**src/rtl/rs_syndrome.sv**
```systemverilog
// RS(255,247) syndrome stage over GF(2^8) (poly 0x11D): Horner-evaluates 2T syndromes per codeword.
// Optional macro RS_SYNDROME_ERRCNT_EN adds a saturating err_cnt output counting flagged codewords.
module rs_syndrome #(
    parameter int N   = 255,
    parameter int T2  = 8,
    parameter int FCR = 1
) (
    input  logic            clk,
    input  logic            stop,
    input  logic            start,
    input  logic [7:0]      CX,
    output logic [8*T2-1:0] syn,
    output logic            syn_valid,
    output logic            err_flag,
    output logic            busy,
    output logic [7:0]      counter
`ifdef RS_SYNDROME_ERRCNT_EN
    ,
    output logic [15:0]     err_cnt
`endif
);

    typedef enum logic [1:0] {IDLE, RUN, DONE} state_t;

    localparam logic [7:0] LAST = 8'(N - 1);

    // With a constant b this unrolls into a pure XOR network, no lookup tables.
    function automatic logic [7:0] gf_mul(input logic [7:0] a, input logic [7:0] b);
        logic [7:0] p;
        logic [7:0] x;
        p = 8'h00;
        x = a;
        for (int i = 0; i < 8; i++) begin
            if (b[i]) p = p ^ x;
            x = {x[6:0], 1'b0} ^ (x[7] ? 8'h1D : 8'h00);
        end
        return p;
    endfunction

    function automatic logic [7:0] alpha_pow(input int e);
        logic [7:0] r;
        r = 8'h01;
        for (int i = 0; i < e; i++) r = gf_mul(r, 8'h02);
        return r;
    endfunction

    state_t             state_q, state_d;
    logic [7:0]         counter_q, counter_d;
    logic [T2-1:0][7:0] acc_q, acc_d;
    logic [T2-1:0][7:0] syn_q, syn_d;
    logic               err_flag_q, err_flag_d;
    logic [7:0]         horner [T2];
    logic               final_nz;

    for (genvar j = 0; j < T2; j++) begin : g_root
        localparam logic [7:0] ROOT = alpha_pow(FCR + j);
        assign horner[j] = gf_mul(acc_q[j], ROOT) ^ CX;
    end

    always_comb begin
        final_nz = 1'b0;
        for (int j = 0; j < T2; j++) begin
            if (horner[j] != 8'h00) final_nz = 1'b1;
        end
    end

    always_comb begin
        state_d    = state_q;
        counter_d  = counter_q;
        acc_d      = acc_q;
        syn_d      = syn_q;
        err_flag_d = err_flag_q;
        case (state_q)
            IDLE: begin
                if (start) begin
                    state_d   = RUN;
                    counter_d = 8'd0;
                end
            end
            RUN: begin
                // A start here abandons the word; symbol 0 follows next cycle.
                if (start) begin
                    counter_d = 8'd0;
                end else begin
                    for (int j = 0; j < T2; j++) begin
                        acc_d[j] = (counter_q == 8'd0) ? CX : horner[j];
                    end
                    if (counter_q == LAST) begin
                        for (int j = 0; j < T2; j++) syn_d[j] = horner[j];
                        err_flag_d = final_nz;
                        state_d    = DONE;
                        counter_d  = 8'd0;
                    end else begin
                        counter_d = counter_q + 8'd1;
                    end
                end
            end
            DONE: begin
                state_d   = start ? RUN : IDLE;
                counter_d = 8'd0;
            end
            default: begin
                state_d   = IDLE;
                counter_d = 8'd0;
            end
        endcase
    end

    always_ff @(posedge clk or posedge stop) begin
        if (stop) begin
            state_q    <= IDLE;
            counter_q  <= 8'd0;
            acc_q      <= '0;
            syn_q      <= '0;
            err_flag_q <= 1'b0;
        end else begin
            state_q    <= state_d;
            counter_q  <= counter_d;
            acc_q      <= acc_d;
            syn_q      <= syn_d;
            err_flag_q <= err_flag_d;
        end
    end

    assign syn       = syn_q;
    assign err_flag  = err_flag_q;
    assign syn_valid = (state_q == DONE);
    assign busy      = (state_q == RUN);
    assign counter   = counter_q;

`ifdef RS_SYNDROME_ERRCNT_EN
    logic [15:0] err_cnt_q, err_cnt_d;

    always_comb begin
        err_cnt_d = err_cnt_q;
        if (state_q == DONE && err_flag_q && err_cnt_q != 16'hFFFF) begin
            err_cnt_d = err_cnt_q + 16'd1;
        end
    end

    always_ff @(posedge clk or posedge stop) begin
        if (stop) err_cnt_q <= 16'd0;
        else      err_cnt_q <= err_cnt_d;
    end

    assign err_cnt = err_cnt_q;
`endif

endmodule

```
**config.mk**
```make
export PLATFORM = sky130hd
export DESIGN_NAME = rs_syndrome
export DESIGN_NICKNAME = d
export VERILOG_FILES = /design/src/rtl/rs_syndrome.sv
export SDC_FILE = /design/constraint.sdc
export NUM_CORES = 1
export LEC_CHECK = 0
export ABC_AREA = 1
export BUFFER_PORTS_ARGS = -buffer_cell sky130_fd_sc_hd__buf_2
export CORE_ASPECT_RATIO = 0.9
export CORE_UTILIZATION = 58
export CTS_CLUSTER_DIAMETER = 60
export DETAILED_ROUTE_END_ITERATION = 8
export HOLD_SLACK_MARGIN = 0.06
export PLACE_DENSITY_LB_ADDON = 0.15
export SYNTH_ARGS = -nofsm -noshare
export SYNTH_HDL_FRONTEND = slang
export SYNTH_SLANG_ARGS = --single-unit
```
**constraint.sdc**
```tcl
create_clock -name clk -period 7.8 [get_ports clk]
set_input_delay 1.95 -clock clk [delete_from_list [all_inputs] [get_ports clk]]
set_output_delay 1.95 -clock clk [all_outputs]
set_load 0.05 [all_outputs]
```
==> implementation parameters <==
Parameter                              Value

Synthesis
  Netlist area before placement    roughly 8300 sq um
  Number of enable-type register cells in the synthesized netlist    0
  Share of synthesized area occupied by flip-flops and latches    around 42%
  Avg Synthesized Cell Area    7.20 sq um
  Synth async-reset ratio    100%
  Syn Inst Count    about 1100
  Yosys reg bits    139
  Netlist cell types    37
  Yosys Warn Count    0
  Net count after synthesis    around 1200
  Primary FF master, synth    dfrtp_1

Worst hold path
  WHS Path Cells    2
  Type of the most critical hold path    reg -> reg

STA
  Relative slew slack    36.2%
  Max-slew violation count    0
  Post-route setup slack    between 4 and 5 ns
  Post-layout min period    3.64 ns
  Unrepaired setup endpoints after global routing    no
  Final hold viol count    0
  Final-layout setup total negative slack    0 ns
  Achievable Freq    approximately 270 MHz
  Final critical-path share of the clock period    46.6%
  Worst clock skew    about 0.013 ns
  Final setup viols    0
  Slew at the pin with the worst max-slew slack    0.956 ns
  Worst Hold Slack    0.472 ns

Placement
  Setup Slack @ Placement    ~3.8 ns
  Hpwl dp    roughly 16000 um
  Post-detailed-placement cell area    around 8700 sq um
  Routability congestion estimate    ~0.95
  Number of buffers added on ports    85

GRT
  Pin count of the biggest net entering global routing    101
  Vias in the first global route    roughly 7200
  Leftover overflow at the end of global routing    0
  Initial antenna violation count    0
  First-pass GRT wire length    38500 um
  Global router's overall resource usage    about a third

Critical path
  Highest net fanout along the worst path    100
  Type of element launching the critical path    input pin
  Data required time at the worst endpoint    ~8 ns
  Sort of element at the end of the critical path    flop
  Cell count of the worst reg-to-reg path    8
  Start-to-end type of the worst setup path    in -> reg
  Arrival time at the worst endpoint    4.01 ns

Detailed routing
  Routed vias/inst    5.66
  DRC violations left    0
  Detailed-router iteration count before antenna repair    6
  Remaining antenna violation count    0
  Aggregate routed wire length    24600 um
  Total via count after detailed routing    8014
  Wire length per cell after detailed routing    17.4 um
  Drt initial violations    980

Layout
  Final Net Count    about 1200
  Signed area change from the synthesized netlist to the final layout    12.1%
  Count of fill cells added during filler insertion    between 1000 and 1500
  Layout cell share with drive strength beyond 1    between 10% and 20%
  Antenna cell count    0
  Fin area    approximately 9000 sq um

Power and ir drop
  Maximum vdd drop    0.192 mV
  PD cells    315 nW/um^2
  Static power due to leakage    between 5 and 6 nW

Die
  Total number of placement rows    just over 40
  Core area    14000 sq um
  Die Wd    about 130 um
  Initial cell density of the core    59.3%
  Height of the die    115 um
  I/O Pins    between 80 and 90
  Die outline area    ~15000 sq um

CTS
  Resized Gates After CTS    0
  Clk_lat worst skew    ~0.43 ns
  Total CTS buffers    17
  Count of clock tree sinks    roughly 140
  H-tree depth    4
  Clock tree from TritonCTS    built
  Root Driver    clkbuf_16
  Register clock-pin slew on the reported worst setup and hold paths    ~0.06 ns
  Max Buffers Root-to-Sink    2
  Hold Buf Count CTS    0
  Post-CTS Setup Repair Bufs    0

Run
  Count of maximum capacitance violations    0

Run status
  Result of the run    complete, no violations
[metal layers]
| layer | vias up | track usage, % | wire length, um |
|---|---|---|---|
| met3 | 81 | 9.40 | 2680 |
| met1 | 3706 | 48.5 | 10400 |
| met4 | 0 | 14.6 | 857 |
| li1 | 3774 | - | - |
| met5 | - | 0 | 0 |
| met2 | 453 | 51.6 | 10600 |
[state kept, by name, summed over array words and instances (netlist names)]
| name | cells |
|---|---|
| acc_q | 64 |
| syn | 64 |
| counter | 8 |
| state_q | 2 |
| err_flag | 1 |
[path summary, 6_finish.rpt]
path                                   startpoint                     to  slack (ns)
max                                         start    syn[62]$_DFFE_PP0P_        4.16
min reg2reg                   syn[50]$_DFFE_PP0P_    syn[50]$_DFFE_PP0P_        0.47
max reg2reg                counter[0]$_DFFE_PP0P_  acc_q[30]$_DFFE_PP0P_        4.94
min                           syn[50]$_DFFE_PP0P_    syn[50]$_DFFE_PP0P_        0.47
max in group asynchronous                    stop  acc_q[55]$_DFFE_PP0P_        4.82
min in group asynchronous                    stop    syn[13]$_DFFE_PP0P_        1.63
[final cells by class]
class                   count  area [sq um]  share of cell area, %
clock buffers              24           472                   5.09
clock inverters             7          67.6                  0.729
inverters                 100           385                   4.16
multi-input cells         865          4180                   45.1
flip-flops and latches    139          3480                   37.5
well taps                 193           241                   2.60
repair buffers             88           448                   4.83
[power breakdown]
part / internal (mW) / total, mW / leakage, nW / switching [mW]
Clock: 0.451 / 0.760 / 0.256 / 0.308
Sequential: 0.812 / 0.936 / 1.77 / 0.123
Combinational: 0.385 / 1.22 / 3.16 / 0.837
[metrics by stage]
stage / instances / util (%) / total power [mW]
4_1_cts: 1416 / 66.5 / 2.88
3_5_place_dp: 1385 / 62.6 / 2.12
6_report: 1416 / 66.5 / 2.92
3_3_place_gp: 1385 / 62.6 / 2.10
5_1_grt: 1416 / 66.5 / 3.09
2_1_floorplan: 1149 / - / 1.83
[cell usage in the layout (no fill, tap or decap), types with 2 or more instances in the layout]
cell type	netlist	routed
nand3_2	5	5
nand2_1	494	494
or2_2	2	2
clkbuf_1	13	5
nand3_1	95	95
nor2_1	50	50
clkinvlp_4	0	3
a22oi_1	44	44
nand3b_1	2	2
nand2_2	23	22
inv_1	79	78
ha_1	3	3
a31oi_1	2	2
buf_2	17	85
nor2_2	4	4
a2bb2oi_1	13	13
clkbuf_8	0	2
buf_4	8	3
inv_2	19	19
o21ai_0	35	35
nand2_4	1	2
dfrtp_1	139	139
xnor2_1	23	23
o21ai_1	9	9
clkinv_2	0	3
nand4_1	2	2
nor3_1	2	2
xor2_1	26	26
a21oi_2	4	4
a21oi_1	16	16
clkbuf_16	0	17
nor3b_1	3	3
a21oi_4	4	4
[worst max-delay path, cell delays in order]
cell and delay, ns:
buf_2 0.14, nor2_8 0.29, nand2_4 0.57, inv_2 0.75, nand3_1 0.16, nand2_1 0.10
[logic make-up (layout without fill, tap and decap cells)]
logic type	after synthesis	count (layout)	synth area share [%]
AND/OR/NAND/NOR	686	686	34.5
buffers and inverters	145	219	7.50
flip-flops	139	139	42.0
AO/OA/AOI/OAI	127	127	10.4
XOR/XNOR	49	49	5.19
adder cells (fa/ha/maj)	3	3	0.454
[synthesized netlist by cell type, types with 17 or more instances]
library cell	count	area, sq um
nand2_1	494	1850
inv_1	79	297
nor2_1	50	188
dfrtp_1	139	3480
o21ai_0	35	175
nand2_2	23	144
inv_2	19	71.3
xor2_1	26	228
a22oi_1	44	330
buf_2	17	85.1
xnor2_1	23	201
nand3_1	95	475
(Power assumes the default switching activity.)
